$ cat config.mk
export PLATFORM = sky130hd
export DESIGN_NAME = serial_add_ctrl_flat
export DESIGN_NICKNAME = d
export VERILOG_FILES = /design/src/rtl/serial_add_pkg.sv /design/src/rtl/serial_add_ctrl_if.sv /design/src/rtl/piso_shreg.sv /design/src/rtl/serial_add_ctrl.sv /design/src/flat_wrapper.sv
export SDC_FILE = /design/constraint.sdc
export NUM_CORES = 1
export LEC_CHECK = 0
export ABC_AREA = 0
export BUFFER_PORTS_ARGS = -buffer_cell sky130_fd_sc_hd__buf_2
export CAP_MARGIN = 15
export CORE_MARGIN = 2
export CORE_UTILIZATION = 47
export DETAILED_ROUTE_END_ITERATION = 10
export PLACE_DENSITY = 0.84
export SLEW_MARGIN = 20
export SYNTH_ARGS = -nofsm -noshare
export SYNTH_HDL_FRONTEND = slang
export SYNTH_SLANG_ARGS = --single-unit
$ cat constraint.sdc
create_clock -name clk -period 1.4 [get_ports clk]
set_clock_uncertainty 0.05 [all_clocks]
set_input_delay 0.21 -clock clk [delete_from_list [all_inputs] [get_ports clk]]
set_output_delay 0.21 -clock clk [all_outputs]
set_load 0.02 [all_outputs]
$ cat src/rtl/serial_add_pkg.sv
`default_nettype none
// ============================================================================
// Module   : serial_add_pkg
// Purpose  : Shared types and sizing helpers for the serial adder controller
// Revision : 1.0 - initial release
// ============================================================================
package serial_add_pkg;

  // Default operand width used by every block in this slice
  localparam int SAC_WIDTH_DEFAULT = 8;

  // Controller state encoding
  typedef enum logic [1:0] {
    IDLE  = 2'd0,
    SHIFT = 2'd1,
    DONE  = 2'd2
  } sac_state_t;

  // Bit counter width: must hold the index of the final (carry) capture
  function automatic int sac_cnt_w(input int width);
    return $clog2(width + 1);
  endfunction

endpackage : serial_add_pkg
`default_nettype wire

$ cat src/rtl/serial_add_ctrl_if.sv
`default_nettype none
// ============================================================================
// Module   : serial_add_ctrl_if
// Purpose  : Operand-in / sum-out valid-ready bus of the serial adder controller
// Revision : 1.0 - initial release
// ============================================================================
interface serial_add_ctrl_if
  import serial_add_pkg::*;
#(
  parameter int WIDTH = SAC_WIDTH_DEFAULT
);

  logic             in_valid;
  logic             in_ready;
  logic [WIDTH-1:0] a;
  logic [WIDTH-1:0] b;
  logic             out_valid;
  logic             out_ready;
  logic [WIDTH:0]   sum;

  // Producer/consumer side (upstream stage plus downstream sink)
  modport master (
    output in_valid, a, b, out_ready,
    input  in_ready, out_valid, sum
  );

  // Controller side
  modport slave (
    input  in_valid, a, b, out_ready,
    output in_ready, out_valid, sum
  );

endinterface : serial_add_ctrl_if
`default_nettype wire

$ cat src/rtl/piso_shreg.sv
`default_nettype none
// ============================================================================
// Module   : piso_shreg
// Purpose  : Parallel-load, shift-right, zero-fill register; LSB is the
//            serial output
// Revision : 1.0 - initial release
// ============================================================================
module piso_shreg
  import serial_add_pkg::*;
#(
  parameter int WIDTH = SAC_WIDTH_DEFAULT
) (
  input  wire logic             clk_i,
  input  wire logic             rst_ni,
  input  wire logic             load_i,
  input  wire logic             shift_i,
  input  wire logic [WIDTH-1:0] data_i,
  output logic                  lsb_o
);

  logic [WIDTH-1:0] data_q;

  // Load has priority; shifting feeds zeros in from the top so the register
  // naturally drains to zero once all bits have been sent
  always_ff @(posedge clk_i or negedge rst_ni) begin
    if (!rst_ni) begin
      data_q <= '0;
    end else if (load_i) begin
      data_q <= data_i;
    end else if (shift_i) begin
      data_q <= {1'b0, data_q[WIDTH-1:1]};
    end
  end

  assign lsb_o = data_q[0];

endmodule : piso_shreg
`default_nettype wire

$ cat src/rtl/serial_add_ctrl.sv
`default_nettype none
// ============================================================================
// Module   : serial_add_ctrl
// Purpose  : Feeds two parallel operands LSB-first into an external bit-serial
//            adder and reassembles its serial sum into a WIDTH+1-bit result
// Revision : 1.0 - initial release
// ============================================================================
module serial_add_ctrl
  import serial_add_pkg::*;
#(
  parameter int WIDTH = SAC_WIDTH_DEFAULT
) (
  input  wire logic         clk,
  input  wire logic         reset,     // asynchronous, active-low
  serial_add_ctrl_if.slave  bus,
  output logic              x,
  output logic              y,
  output logic              add_clr,
  input  wire logic         s
);

  localparam int CNT_W = sac_cnt_w(WIDTH);
  localparam logic [CNT_W-1:0] LAST_BIT = CNT_W'(WIDTH);

  sac_state_t       state_q;
  logic [CNT_W-1:0] cnt_q;
  logic [WIDTH:0]   result_q;
  logic             in_ready_q;
  logic             out_valid_q;
  logic             add_clr_q;

  logic             load;
  logic             shift;

  // An operand pair is taken only in IDLE; in_valid elsewhere is dropped
  assign load  = (state_q == IDLE) && bus.in_valid && in_ready_q;
  assign shift = (state_q == SHIFT);

  // Operand shift registers; their LSBs drive the adder directly, and they
  // are already zero outside SHIFT, so x/y idle low without extra gating
  piso_shreg #(.WIDTH(WIDTH)) u_sr_a (
    .clk_i   (clk),
    .rst_ni  (reset),
    .load_i  (load),
    .shift_i (shift),
    .data_i  (bus.a),
    .lsb_o   (x)
  );

  piso_shreg #(.WIDTH(WIDTH)) u_sr_b (
    .clk_i   (clk),
    .rst_ni  (reset),
    .load_i  (load),
    .shift_i (shift),
    .data_i  (bus.b),
    .lsb_o   (y)
  );

  // Control FSM with registered handshake outputs and inline result collector
  always_ff @(posedge clk or negedge reset) begin
    if (!reset) begin
      state_q     <= IDLE;
      cnt_q       <= '0;
      result_q    <= '0;
      in_ready_q  <= 1'b1;
      out_valid_q <= 1'b0;
      add_clr_q   <= 1'b1;
    end else begin
      case (state_q)
        IDLE: begin
          // add_clr is still high on this edge, so the adder carry starts at 0
          if (load) begin
            cnt_q      <= '0;
            result_q   <= '0;
            in_ready_q <= 1'b0;
            add_clr_q  <= 1'b0;
            state_q    <= SHIFT;
          end
        end
        SHIFT: begin
          // Sum bits arrive LSB first; shift them in from the top
          result_q <= {s, result_q[WIDTH:1]};
          if (cnt_q == LAST_BIT) begin
            // This capture was taken with x=y=0, i.e. it is the final carry
            out_valid_q <= 1'b1;
            add_clr_q   <= 1'b1;
            state_q     <= DONE;
          end else begin
            cnt_q <= cnt_q + CNT_W'(1);
          end
        end
        DONE: begin
          if (bus.out_ready) begin
            out_valid_q <= 1'b0;
            in_ready_q  <= 1'b1;
            state_q     <= IDLE;
          end
        end
        default: begin
          state_q     <= IDLE;
          in_ready_q  <= 1'b1;
          out_valid_q <= 1'b0;
          add_clr_q   <= 1'b1;
        end
      endcase
    end
  end

  assign bus.in_ready  = in_ready_q;
  assign bus.out_valid = out_valid_q;
  assign bus.sum       = result_q;
  assign add_clr       = add_clr_q;

endmodule : serial_add_ctrl
`default_nettype wire

$ cat src/flat_wrapper.sv
// flat-port wrapper written by rule: the top's interface ports become plain ports
module serial_add_ctrl_flat import serial_add_pkg::*;
#(
  parameter int WIDTH = SAC_WIDTH_DEFAULT
)
  (clk, reset, x, y, add_clr, s, bus_in_valid, bus_a, bus_b, bus_out_ready, bus_in_ready, bus_out_valid, bus_sum);
  serial_add_ctrl_if #(.WIDTH(WIDTH)) bus_i ();
  input  wire logic clk;
  input  wire logic reset;
  output logic x;
  output logic y;
  output logic add_clr;
  input  wire logic s;
  input wire logic [$bits(bus_i.in_valid)-1:0] bus_in_valid;
  input wire logic [$bits(bus_i.a)-1:0] bus_a;
  input wire logic [$bits(bus_i.b)-1:0] bus_b;
  input wire logic [$bits(bus_i.out_ready)-1:0] bus_out_ready;
  output wire logic [$bits(bus_i.in_ready)-1:0] bus_in_ready;
  output wire logic [$bits(bus_i.out_valid)-1:0] bus_out_valid;
  output wire logic [$bits(bus_i.sum)-1:0] bus_sum;
  assign bus_i.in_valid = bus_in_valid;
  assign bus_i.a = bus_a;
  assign bus_i.b = bus_b;
  assign bus_i.out_ready = bus_out_ready;
  assign bus_in_ready = bus_i.in_ready;
  assign bus_out_valid = bus_i.out_valid;
  assign bus_sum = bus_i.sum;
  serial_add_ctrl #(.WIDTH(WIDTH)) u_core (.clk(clk), .reset(reset), .bus(bus_i), .x(x), .y(y), .add_clr(add_clr), .s(s));
endmodule
# Word-level counts from Yosys, hierarchy flattened
# Cells that the tools add are included.
# op_classes
reduce_logical	11
muxes	20
eq_ne	7
addsub	1
bitwise_logic	3
# op_table
operator	n
$mux W8	4
$pmux W9 S2	1
$reduce_and A3 Y1	5
$mux W9	1
$pmux W1 S3	3
$mux W4	2
$pmux W4 S2	1
$mux W2	3
$ne A2 B2 Y1 const B	3
$pmux W2 S3	1
$add A4 B1 Y4 const B	1
$eq A4 B4 Y1 const B	1
$mux W1	4
$reduce_bool A2 Y1	2
$not A1 Y1	3
$eq A2 B1 Y1 const B	1
$eq A2 B2 Y1 const B	1
$logic_and A1 B1 Y1	2
$logic_not A2 Y1	1
$ne A2 B1 Y1 const B	1
$reduce_and A2 Y1	1
# word_totals
in_bits	21
register_bits	34
wordCells	50
output_inout_bits	14

# Longest topological paths before layout
# Gate-level depths: netlist of run 1.
# depth
word_depth	5
depth_mapped	6
ltp_nobuf	5

# Hierarchy
# From an unflattened synthesis of run 1, not the netlist that was laid out.
# hier_totals
hier_cells	150
hier_area_um2	1559.0
# by_module_without_submodules
mod	area_per_inst_um2	instances	seq_area_each_um2	cells_per_inst
serial_add_ctrl	820.8	1	452.9	82
piso_shreg	369.1	2	200.2	34

# Worst setup path after synthesis of run 1
# OpenSTA, ideal clock, no wires.
# synth_timing
path_kind	register -> register
startpoint	register u_core.in_ready_q, in the netlist u_core.bus.in_ready
endpoint	register u_core.cnt_q[1]
path_buffers	1
required_time_ns	1.225
period_less_slack_ns	1.436
setup_time_ns	0.125
path_stages_with_launch	5
path_slack_ns	-0.036
t_arrival_ns	1.261
cell_sequence	dfstp_2 nor4bb_1 buf_4 nor2_1 mux2_4
# synth_via
elab_chain_len	3
# synth_lines
item	line	rtl
start: declaration	serial_add_ctrl.sv:28	logic in_ready_q;
start signal: assignment	serial_add_ctrl.sv:65	in_ready_q <= 1'b1;
start signal: assignment	serial_add_ctrl.sv:75	in_ready_q <= 1'b0;
start signal: assignment	serial_add_ctrl.sv:95	in_ready_q <= 1'b1;
$logic_and A1 B1 Y1	serial_add_ctrl.sv:36	assign load = (state_q == IDLE) && bus.in_valid && in_ready_q;
$ne A2 B1 Y1 (no line)	--	
$reduce_and A3 Y1 (no line)	--	
end signal: assignment	serial_add_ctrl.sv:89	cnt_q <= cnt_q + CNT_W'(1);
end: declaration	serial_add_ctrl.sv:26	logic [CNT_W-1:0] cnt_q;
# Every way passes these cells.
# A chain may end at the register's enable or synchronous reset.

# Worst setup path in the final report of run 1
# layout_timing
startpoint	register u_core.in_ready_q, in the netlist u_core.bus.in_ready
endpoint	output bus_in_ready
# layout_rtl
item	line	rtl
end: declaration	flat_wrapper.sv:18	output wire logic [$bits(bus_i.in_ready)-1:0] bus_in_ready;
# No word-level cell between the ends.

==> metrics.txt, run 1 <==
vias in the first global route=roughly 1.2k; Synth Register Bits=34; wire length on met2=approximately 1400 um; routed len/inst=approximately 13 um; met3 WL=240 um; max-slew violations=0; Setup WS pre-CTS=between 20 and 30 ps; dominant cell by count in the synthesized netlist=nand2_1; TritonCTS Buffers=5; first-pass GRT wire length=5060 um; Synth Cell Area=~1500 um^2; worst stage delay on the critical path=570 ps; Synth warnings=0; Post-Syn Area per Cell=a little under 10 um^2; Final setup viols=0; First-pass DRT Iterations=4; Startpoint Class=flip-flop; Seq/Total Area, Yosys=56.0%; later-pin clock latency in the skew report=roughly 340 ps; top-area cell type share of the netlist area=a little over half; GRT overflow=0; drt via density=between 5 and 6; Core Box Area=3080 um^2; Fin. Hold Viols=0; status=completed; delay-heaviest family, CP=flip-flops; dpl hpwl=2160 um; fmax=approximately 0.75 GHz; Gate Count Post-Synth=~160; Rel. slew slack=72.3%; 1st-iter DRT viols=79; H-tree level count=2; gp weighted congestion=~0.88; Sink Count=34; effective utilization at floorplan=49.5%; Syn Nets=between 150 and 200; Routed Antenna Nets=0; worst hold path type=primary input to flip-flop; CTS clk-pin slew, worst paths=approximately 100 ps; arrival time worst endpoint=approximately 1100 ps; CP bufs+invs=1; Crit Path Class=flip-flop to primary output; crit path time final=1340 ps; period utilization=95.5%; Data required, critical path=between 1000 and 1500 ps; number of synthesized flops with an enable pin=0; Power, Total=between 3000 and 4000 uW; pwr/cell area=between 1500 and 2000 nW/um^2; met1 WL=1340 um; largest cells by area after synthesis=dfrtp_1 (53%), nand2_1 (9.9%), nand3_1 (9.5%); Bufs on Longest Clock Path=2; MaxCap Viol Count=0; highest-delay cell along the critical path=dfstp_2; TritonCTS clock tree=built; CP endpoint kind=primary output; Async S/R FF share, synth=100%; initial antenna violation count=0; Synth Flop Type=dfrtp_1; worst-margin pin slew=around 420 ps; area of the die=~3700 um^2; Die X=about 61 um; Vias=around 1.3k; layout cells sized above 1=30.2%; GRT Overall Usage=approximately a fifth; Worst VDD drop=a little under 0.9 mV; Routed WL=3080 um; PnR worst setup slack=62.9 ps; final routed DRC violation total=0; # nets final=about 220; I/O pins=35; Root Buffer=clkbuf_4; Area Growth Syn to Fin=24.4%; largest net degree at the start of global routing=35; Netlist cell types=27; row cnt=20; n_diodes=0; die height=60.9 um; Hold WS=roughly 14 ps; Max FO, Critical Path=5; leading area contributor after synthesis=dfrtp_1; LEAKAGE=0.00100 uW; top sig layer=met4; Port Buffers=34; crit path cell chain=buf_2; Synth top cells by count=nand2_1 (40), dfrtp_1 (32), nand3_1 (29); RSZ-0062 raised after global routing=yes
==> registers in the layout, indices dropped and copies added (netlist names) <==
register / flops
u_core.bus.in_ready: 1
u_core.state_q: 2
u_core.bus.sum: 9
u_core.add_clr: 1
u_core.cnt_q: 4
u_core.bus.out_valid: 1
u_core.u_sr_b.data_q: 8
u_core.u_sr_a.data_q: 8
==> metal layers <==
layer	global-route usage [%]	vias to the layer above
met5	0	-
met2	29.2	43
met1	24.0	625
li1	-	629
met3	8.10	5
met4	5.90	0
==> cells by family after synthesis <==
| kind of cell | synth area share (%) |
|---|---|
| multiplexers | 0.986 |
| AO/OA/AOI/OAI | 9.86 |
| buffers and inverters | 5.67 |
| AND/OR/NAND/NOR | 25.2 |
| XOR/XNOR | 0.575 |
| flip-flops | 56.0 |
| adder cells (fa/ha/maj) | 1.64 |
==> report_power, final <==
group	switching (uW)	leakage, uW	internal [uW]
Sequential	237	0.000444	1310
Combinational	789	0.000522	608
Clock	321	0.0000353	243
Total	1350	0.00100	2160
==> final cells by class <==
class | instances | area (um^2)
clock inverter | 1 | 5.00
sequential | 34 | 855
timing repair buffer | 49 | 303
inverter | 3 | 11.3
tap | 44 | 55.1
clock buffer | 7 | 55.1
multi-input combinational | 108 | 611
fill | 269 | 1180
==> metrics by stage <==
stage                     setup TNS (ps)  instances  utilization (%)  area (um^2)
after floorplan                    -35.9        157                -         1520
after global placement                 0        234             57.7         1780
after detailed placement               0        234             57.7         1780
after CTS                              0        245             60.7         1870
after global routing               -1.67        246             61.5         1890
final                                  0        246             61.5         1890
==> repair_timing <==
item	in CTS	in global routing
hold buffers	3	0
setup endpoints to repair	0	19
gates resized for setup	0	8
setup buffers	0	0
endpoints found under the hold margin	34	0
==> layout by cell type (no fill, tap or decap), types with 3 or more instances in the layout <==
cell type / instances
buf_4: 10
nor2_1: 3
dlygate4sd3_1: 3
inv_1: 3
nand3_1: 29
clkbuf_4: 6
buf_2: 34
o21ai_0: 3
dfrtp_1: 31
a22oi_1: 14
nand2_1: 39
==> path summary, 6_finish.rpt <==
path	depth (start not counted)	end	slack, ps	start
hold reg to reg	2	u_core.u_sr_b.data_q[0]	460	u_core.u_sr_b.data_q[0]
setup / recovery	1	bus_in_ready	60	u_core.bus.in_ready
hold / removal	3	u_core.bus.sum[8]	10	s
setup reg to reg	3	u_core.add_clr	70	u_core.state_q[0]
max in group asynchronous	3	u_core.bus.in_ready	600	reset
min in group asynchronous	3	u_core.bus.sum[8]	370	reset
Power figures use the tool's default switching activity.
==> inputs of run 2 (changes only) <==
--- a/config.mk
+++ b/config.mk
@@ -9,9 +9,9 @@
 export BUFFER_PORTS_ARGS = -buffer_cell sky130_fd_sc_hd__buf_2
 export CAP_MARGIN = 15
 export CORE_MARGIN = 2
-export CORE_UTILIZATION = 47
+export CORE_UTILIZATION = 56
 export DETAILED_ROUTE_END_ITERATION = 10
-export PLACE_DENSITY = 0.84
+export PLACE_DENSITY = 0.92
 export SLEW_MARGIN = 20
 export SYNTH_ARGS = -nofsm -noshare
 export SYNTH_HDL_FRONTEND = slang
==> constraint.sdc (replaced) <==
create_clock -name clk -period 1.54 [get_ports clk]
set_clock_uncertainty 0.05 [all_clocks]
set_input_delay 0.231 -clock clk [delete_from_list [all_inputs] [get_ports clk]]
set_output_delay 0.231 -clock clk [all_outputs]
set_load 0.02 [all_outputs]
==> run 2 against run 1 <==
  * Final cell count fell by 8.9%
  * Worst setup slack improved by 27 ps
  * Sequential power shrank 8%
  * Non-clock buffer count down 7
  * Flip-flop and latch count is the same
  * Total power down 7.7%
==> metrics.txt, run 2 (synthesis gave the netlist of run 1 again) <==
Worst VDD drop=between 1 and 1.5 mV; first-pass GRT wire length=5540 um; vias in the first global route=1280; Area Growth Syn to Fin=20.4%; n_diodes=0; row cnt=18; Post-DP Area=between 1500 and 2000 um^2; period utilization=between 90% and 100%; Filler Cells Inserted=194; flip-flop count of the largest register after layout=9; initial antenna violation count=0; pwr/cell area=roughly 1800 nW/um^2; Hold WS=approximately 25 ps; commonest cells after routing, fill and taps aside=nand2_1 (40), buf_2 (34), dfrtp_1 (32); routing usage on met2=39.2%; highest-delay cell along the critical path=dfrtp_1; Bufs on Longest Clock Path=2; First-pass DRT Iterations=5; register area=853 um^2; PnR worst setup slack=~90 ps; crit path cell chain=inv_1, ha_1, nand3b_1, nand2_1, mux2_4; gp weighted congestion=approximately 0.74; routed len/inst=14.4 um; Vias=1302; fmax=around 0.69 GHz; Data required, critical path=about 1700 ps; GRT Overall Usage=between 20% and 30%; GRT overflow=0; Routed Antenna Nets=0; Fin. Hold Viols=0; die height=between 50 and 60 um; H-tree level count=2; Crit Path Class=flip-flop to flip-flop; status=completed; Routed WL=roughly 3200 um; layout cells sized above 1=between 20% and 30%; Setup Buffers After CTS=0; Sink Count=34; LEAKAGE=0.000978 uW; TritonCTS Buffers=5; commonest non-fill, non-tap cell in the layout=nand2_1; GR Util met3=under 10%; largest net degree at the start of global routing=35; I/O pins=35; CP endpoint kind=flip-flop; worst stage delay on the critical path=roughly 410 ps; Die X=about 56 um; post-route cell area=approximately 1800 um^2; Final setup viols=0; crit path time final=about 1400 ps; Most Crowded Layer GR=met2; later-pin clock latency in the skew report=roughly 340 ps; # nets final=around 220; CTS clk-pin slew, worst paths=roughly 100 ps; dpl hpwl=around 2200 um; 1st-iter DRT viols=60; Max FO, Critical Path=3; final routed DRC violation total=0; TritonCTS clock tree=built; arrival time worst endpoint=between 1500 and 2000 ps; drt via density=between 5 and 6; MaxCap Viol Count=0; Core Box Area=2520 um^2; Core Util, Final=72.7%; Rel. slew slack=a little under three quarters; multi-input logic area=approximately 620 um^2; Port Buffers=34; M1 GR Usage=between 20% and 30%; RSZ-0062 raised after global routing=no; area of the die=3150 um^2; Root Buffer=clkbuf_4; Setup WS pre-CTS=around 110 ps; worst-margin pin slew=424 ps; Startpoint Class=flip-flop; max-slew violations=0; effective utilization at floorplan=60.4%; worst hold path type=primary input to flip-flop; total negative setup slack=0 ps
run 2: timing repair:
| item | CTS | global route |
|---|---|---|
| hold buffers | 1 | 0 |
| setup endpoints to repair | 0 | 10 |
| hold endpoints to repair | 32 | 0 |
| resized for setup | 0 | 2 |
run 2: critical path: cells and delay by family (launching register included):
kind | cells | cell delay, ps
multiplexers | 1 | 310
buffers and inverters | 1 | 100
flip-flops | 1 | 410
adder cells (fa/ha/maj) | 1 | 180
AND/OR/NAND/NOR | 2 | 290
run 2: worst paths after layout:
kind | start | to | slack [ps] | cells past startpoint
setup / recovery | u_core.cnt_q[0] | u_core.cnt_q[1] | 90 | 5
hold / removal | s | u_core.bus.sum[8] | 20 | 3
setup reg to reg | u_core.cnt_q[0] | u_core.cnt_q[1] | 90 | 5
hold reg to reg | u_core.bus.sum[7] | u_core.bus.sum[6] | 450 | 2
max in group asynchronous | reset | u_core.bus.in_ready | 720 | 3
min in group asynchronous | reset | u_core.bus.sum[7] | 390 | 3
run 2: where the power goes:
group          switching, uW  total [uW]  internal [uW]  leakage, uW
logic                    692        1140            452     0.000488
clock network            294         671            378    0.0000443
registers                235        1430           1190     0.000445
run 2: cell type report:
cell class	instances	area share (%)
clock inverters	1	1.64
well taps	30	2.05
repair buffers	42	12.7
multi-input cells	108	33.7
clock buffers	6	2.80
inverters	3	0.614
flip-flops and latches	34	46.6
run 2: metrics by stage:
| step | instances | power (uW) |
|---|---|---|
| final | 224 | 3240 |
| after global routing | 224 | 3450 |
| after CTS | 224 | 3240 |
| after detailed placement | 216 | 2560 |
| after global placement | 216 | 2470 |
| after floorplan | 157 | 2230 |
run 2: per-layer routing:
metal	up-vias	wire length, um
li1	609	-
met1	640	1360
met2	48	1620
met3	5	213
met4	0	40
met5	-	0
